===== src/rtl/fetch_unit.sv =====
// Instruction fetch stage: owns the PC, fetches words over a req/ack handshake
// and queues them in a small buffer in front of decode/control.
//
// state | meaning
// RUN   | no request outstanding; issue when the buffer has room
// WAIT  | request outstanding, address frozen until ack
// DROP  | request outstanding after a redirect; its data is discarded on ack
module fetch_unit #(
  parameter logic [31:0] RESET_PC = 32'h0000_0000,
  parameter int          DEPTH    = 2
) (
  input  logic        clk,
  input  logic        rst,
  output logic        imem_req,
  output logic [31:0] imem_addr,
  input  logic        imem_ack,
  input  logic [31:0] imem_rdata,
  input  logic        j_signal,
  input  logic [31:0] jump,
  input  logic        stall,
  output logic        instr_valid,
  output logic [31:0] instr,
  output logic [6:0]  opcode,
  output logic [31:0] pc_out,
  output logic [31:0] pc_plus4,
  output logic        misalign
);

  localparam int PTR_W = (DEPTH > 1) ? $clog2(DEPTH) : 1;
  localparam int CNT_W = PTR_W + 1;
  localparam logic [CNT_W-1:0] FULL_CNT = CNT_W'(DEPTH);
  localparam logic [31:0] NOP = 32'h0000_0013;

  typedef enum logic [1:0] {RUN, WAIT, DROP} state_t;

  state_t           state, state_nxt;
  logic [31:0]      fetch_pc, req_addr, target;
  logic [31:0]      buf_pc   [DEPTH];
  logic [31:0]      buf_data [DEPTH];
  logic [PTR_W-1:0] rd_ptr, wr_ptr;
  logic [CNT_W-1:0] count;
  logic             issue, push, pop;

  assign target = {jump[31:2], 2'b00};

  always_ff @(posedge clk or negedge rst) begin
    if (!rst) state <= RUN;
    else      state <= state_nxt;
  end

  // A redirect in RUN issues straight to the target: the flush guarantees room.
  always_comb begin
    state_nxt = state;
    issue     = 1'b0;
    push      = 1'b0;
    case (state)
      RUN: begin
        if (j_signal || (count < FULL_CNT)) begin
          issue     = 1'b1;
          state_nxt = WAIT;
        end
      end
      WAIT: begin
        if (imem_ack) begin
          push      = !j_signal;
          state_nxt = RUN;
        end else if (j_signal) begin
          state_nxt = DROP;
        end
      end
      DROP: begin
        if (imem_ack) state_nxt = RUN;
      end
      default: state_nxt = RUN;
    endcase
  end

  assign imem_req    = (state != RUN);
  assign imem_addr   = req_addr;
  assign instr_valid = (count != '0);
  assign pop         = instr_valid && !stall && !j_signal;

  always_ff @(posedge clk or negedge rst) begin
    if (!rst) begin
      fetch_pc <= RESET_PC;
      req_addr <= RESET_PC;
      rd_ptr   <= '0;
      wr_ptr   <= '0;
      count    <= '0;
      misalign <= 1'b0;
    end else begin
      misalign <= j_signal && (jump[1:0] != 2'b00);
      if (j_signal)  fetch_pc <= target;
      else if (push) fetch_pc <= fetch_pc + 32'd4;
      if (issue) req_addr <= j_signal ? target : fetch_pc;
      if (j_signal) begin
        rd_ptr <= '0;
        wr_ptr <= '0;
        count  <= '0;
      end else begin
        if (push) wr_ptr <= wr_ptr + PTR_W'(1);
        if (pop)  rd_ptr <= rd_ptr + PTR_W'(1);
        case ({push, pop})
          2'b10:   count <= count + CNT_W'(1);
          2'b01:   count <= count - CNT_W'(1);
          default: count <= count;
        endcase
      end
    end
  end

  always_ff @(posedge clk) begin
    if (push) begin
      buf_pc[wr_ptr]   <= req_addr;
      buf_data[wr_ptr] <= imem_rdata;
    end
  end

  assign instr    = instr_valid ? buf_data[rd_ptr] : NOP;
  assign pc_out   = instr_valid ? buf_pc[rd_ptr] : RESET_PC;
  assign opcode   = instr[6:0];
  assign pc_plus4 = pc_out + 32'd4;

endmodule

===== config.mk =====
export PLATFORM = sky130hd
export DESIGN_NAME = fetch_unit
export DESIGN_NICKNAME = d
export VERILOG_FILES = /design/src/rtl/fetch_unit.sv
export SDC_FILE = /design/constraint.sdc
export NUM_CORES = 1
export LEC_CHECK = 0
export ABC_AREA = 1
export CAP_MARGIN = 20
export CORE_UTILIZATION = 56
export DETAILED_ROUTE_END_ITERATION = 10
export PLACE_DENSITY = 0.86
export SYNTH_ARGS = -nofsm -noshare
export SYNTH_HDL_FRONTEND = slang
export SYNTH_SLANG_ARGS = --single-unit

===== constraint.sdc =====
create_clock -name clk -period 10.1 [get_ports clk]
set_input_delay 3.03 -clock clk [delete_from_list [all_inputs] [get_ports clk]]
set_output_delay 3.03 -clock clk [all_outputs]
set_load 0.01 [all_outputs]

Yosys cells after proc, flatten, opt, wreduce, memory -nomap -nowiden
Memory sizes are Yosys's and may differ from the RTL's.
Index checks and enable logic that the tools add are counted.
- magnitude comparators: 1
- reduce and logical (&&, ||, !) cells: 14
- equality and inequality tests: 7
- mux-type cells: 22
- $add $sub $neg: 6
- operator list (cell ; number):
    32-bit 2-to-1 mux ; 5
    32-bit by 3-bit adder with 32-bit output, second input constant ; 2
    1-bit 2-to-1 mux ; 10
    2-bit 2-to-1 mux ; 5
    2-bit nonzero test ; 5
    2-bit case mux with 3 select lines ; 1
    2-bit by 1-bit equality test with 1-bit output, second input constant ; 2
    2-bit equality test, second input constant ; 2
    2-bit inequality test, second input constant ; 2
    2-bit case mux with 2 select lines ; 1
    1-bit logical AND ; 3
    3-bit inequality test, second input constant ; 1
    3-bit AND reduction ; 1
    3-bit nonzero test ; 1
    1-bit adder, second input constant ; 2
    2-bit by 1-bit adder with 2-bit output, second input constant ; 1
    1-bit logical NOT ; 2
    2-bit logical NOT ; 1
    2-bit < comparator, second input constant ; 1
    2-bit by 1-bit subtractor with 2-bit output, second input constant ; 1
    1-bit logical OR ; 1
- input bits: 69
- memories kept: 2
- bits in registers: 71
- memory bits (writable): 128
- memories (memory ; words ; width ; read ports ; clocked after Yosys merged registers in ; wr ports ; RTL line ; text):
    buf_data ; 2 ; 32 ; 1 ; 0 ; 1 ; 39 ; logic [31:0] buf_data [DEPTH];
    buf_pc ; 2 ; 32 ; 1 ; 0 ; 1 ; 38 ; logic [31:0] buf_pc [DEPTH];

Logic depth before layout (Yosys ltp)
- depth after elaboration: 6
- mapped depth: 15

Worst setup path before layout
Ideal clock, no wire load.
- path kind: in2reg
- start: in imem_ack
- end: mem buf_data[0][0] (enable)
- setup time: 485 ps
- required time: 9615 ps
- arrival: 6043 ps
- stages on the path: 4
- path slack: 3571 ps
- cells stage by stage: nand2_2 > nor2_1 > inv_1 > nor2_1
- word-level cells in the longest chain between the ends: 4
- ends and longest elaborated chain (what ; RTL line ; text):
    start: declaration ; 16 ; input logic imem_ack,
    1-bit 2-to-1 mux ; 64 ; if (imem_ack) begin
    1-bit 2-to-1 mux ; 56 ; case (state)
    1-bit 2-to-1 mux ; 113 ; if (push) begin
    1-bit 2-to-1 mux (not written as such) ; 115 ; buf_data[wr_ptr] <= imem_rdata;
    end: declaration ; 39 ;
Every way passes these cells.

Final worst setup path
- start: reg count[1]
- end: out pc_plus4[18]
- word-level cells in the longest chain between the ends: 3
- ends and longest elaborated chain (what ; RTL line ; text):
    start: declaration ; 41 ; logic [CNT_W-1:0] count;
    start signal: assignment ; 104 ; 2'b10: count <= count + CNT_W'(1);
    start signal: assignment ; 105 ; 2'b01: count <= count - CNT_W'(1);
    start signal: assignment ; 106 ; default: count <= count;
    2-bit nonzero test ; 80 ; assign instr_valid = (count != '0);
    32-bit 2-to-1 mux ; 120 ; assign pc_out = instr_valid ? buf_pc[rd_ptr] : RESET_PC;
    32-bit by 3-bit adder with 32-bit output ; 122 ; assign pc_plus4 = pc_out + 32'd4;
    end: declaration ; 25 ; output logic [31:0] pc_plus4,
Every way passes these cells.

==> out/results.tsv <==
metric	value	unit
status	completed	
io_buffers	206	
min_period	6990	ps
yosys.area.top_type	edfxtp_1	
critPathKind	reg2out	
final_cell_area	0.0124	mm²
insertion_delay	440	ps
ctsHoldBuffers	0	
wl	25.0	mm
yosysUniqueCellTypes	39	
vias	8287	
cts_buffers	17	
via_per_inst	5.47	
start_kind	register	
syn_area_per_cell	8.83	µm²
path_max_fanout	61	
period_share	0.692	
synthArstFlopShare	0.351	
pwr-share-clk	0.242	
tns	0	ps
synth_most_common_cell	nand2_1	
switchingPower	1020	µW
synthFlopType	edfxtp_1	
core_area	0.0168	mm²
hold-path-endpoint	buf_pc[0][5]	
path_clk_slew	70	ps
antenna_found_initial	0	
arrival	3960	ps
worstPathRequired	7070	ps
slew_headroom	0.296	
nNetsFinal	1353	
drv_slew	0	
synth_top_area_frac	0.389	
die_w	134	µm
rr_startpoint	count[0]	
cts.root.buffer_cell	clkbuf_16	
clock-skew-final	9.74	ps
synth_seq_area_share	0.564	
overflow	0	
grt_pass1_vias	7696	
syn2layout_area_growth	27.9	%
r2r_slack	7380	ps
multi_input_area	0.00359	mm²
hpwlAfterDp	17.6	mm
clk_path_buf_depth	2	
cp-end-kind	output port	
row_count	47	
ff2ff_path_depth	9	
timing.rr.end	count[0]	
setup_violations	0	
sw_frac_of_total	0.356	
cts_tree	done	
p_leak	0.00506	µW
first_pass_iters	5	
die_y	134	µm
yosys_warnings	0	
maxCapViolCount	0	
post-cts-setup-buffer-count	0	
finalHoldViolCount	0	
holdWs	515	ps
place.gp.congestion	0.938	
cts_resized	0	
synth_commonest_cells	nand2_1 (391), edfxtp_1 (126), nor2_1 (90)	
final-seq-area	0.00549	mm²
drtAntennaViolNets	0	
grt_pass1_wl	38.8	mm
hold_start	imem_addr[5]	
synth_cells	1101	
die_area	0.0179	mm²
antenna_cells	0	
ctsHtreeMaxLevel	4	
synth_edf_count	126	
drc	0	
hold_depth	0	
p_seq_frac	0.415	
powerDensity	230	mW/mm²
internal_power	1840	µW
hp-class	reg2reg	
rsz0062_at_grt	false	
grtUsageTotal	0.283	
timing.fmax	143	MHz
syn_area	0.00972	mm²
first_iter_violations	771	
comb_power_share	0.343	
ys_ff_latch	194	
clkSinkCount	194	
fill_cells	1164	
dpl-instance-area	0.0118	mm²
vdd_drop_max	0.150	mV
final_cells	1515	
synthTopCellsByArea	edfxtp_1 (39%), dfrtp_1 (18%), nand2_1 (15%)	
synth_nets	1172	
routedWlPerCell	16.5	µm
dp.cells	1482	
start_util	0.580	
pin_count	207	
drive_gt1_frac	0.0803	
tightest_slew	1050	ps
grt_max_degree	69	
[flip-flops by register name (all words and copies together) (netlist names)]
| signal | count |
|---|---|
| buf_data | 64 |
| buf_pc | 62 |
| count | 2 |
| fetch_pc | 30 |
| imem_addr | 31 |
| misalign | 1 |
| rd_ptr | 1 |
| state | 2 |
| wr_ptr | 1 |
[cells in the final DEF, fill, tap and decap left out, types with 5 or more instances in the layout]
cell	synthesis	final
nand2_1	391	391
nand3_1	59	59
inv_1	84	84
nor2_2	19	19
nand2_2	18	18
nor2_4	4	6
clkdlybuf4s50_1	0	205
a31oi_1	24	24
dfrtp_1	68	67
o21ai_0	30	30
nand4_1	6	6
clkbuf_16	0	17
buf_4	14	7
nand3_2	11	11
nor2_1	90	88
nor3_1	8	8
a21oi_1	51	51
edfxtp_1	126	126
xnor2_1	6	6
nand3b_1	8	8
o22ai_1	6	6
xor2_1	16	16
o211ai_1	5	5
[how the worst max path moves through the flow]
| stage | startpoint | endpoint | slack (ps) | depth (start not counted) |
|---|---|---|---|---|
| after detailed placement | count[1] | pc_plus4[18] | 3580 | 11 |
| after CTS | count[1] | pc_plus4[18] | 3080 | 11 |
| final | count[1] | pc_plus4[18] | 3110 | 11 |
| after floorplan | imem_ack | buf_data[0][0] | 3570 | 4 |
| after global routing | count[1] | pc_plus4[18] | 2830 | 11 |
| after global placement | count[1] | pc_plus4[18] | 3710 | 11 |
[per-layer routing]
| metal | share of wire | up-vias | global-route usage |
|---|---|---|---|
| li1 | - | 3966 | - |
| met1 | 0.40 | 3871 | 0.359 |
| met5 | 0 | - | 0 |
| met4 | 0.029 | 0 | 0.128 |
| met3 | 0.081 | 65 | 0.0651 |
| met2 | 0.49 | 385 | 0.463 |
[critical path, cell delays in order, from the launching register on]
cell and delay [ps]:
dfrtp_1 410, inv_2 80, nand2_4 480, inv_1 660
a21oi_1 390, ha_1 220, inv_1 80, nor2_2 200
nand2_2 140, nor2_4 160, xor2_1 150, clkdlybuf4s50_1 540
[final cells by class]
type                            count  share of cell area
Clock inverter                     15              0.0152
Tap cell                          220              0.0221
Multi-Input combinational cell    766               0.289
Inverter                           89              0.0273
Clock buffer                       17              0.0342
Sequential cell                   194               0.441
Timing Repair Buffer              214               0.171
[through the flow]
stage                     utilization  setup slack [ps]  total power (µW)
after floorplan                     -              3570              1670
after global placement          0.704              3710              2130
after detailed placement        0.704              3580              2160
after CTS                       0.741              3080              2860
after global routing            0.742              2830              2990
final                           0.742              3110              2860
[logic make-up after synthesis]
group                    after synthesis  share of synthesized area
AND/OR/NAND/NOR                      619                      0.275
multiplexers                           1                    0.00103
XOR/XNOR                              22                     0.0198
buffers and inverters                141                     0.0678
AO/OA/AOI/OAI                        122                     0.0696
adder cells (fa/ha/maj)                2                    0.00257
flip-flops                           194                      0.564
[power by group through the flow]
stage	Clock, µW	Sequential [µW]	Combinational [µW]
finish	691	1190	982
global route	727	1200	1070
CTS	698	1180	977
floorplan	0	1160	514
global placement	0	1190	944
detailed placement	0	1200	969
No activity file was read; power rests on OpenSTA's default activity.
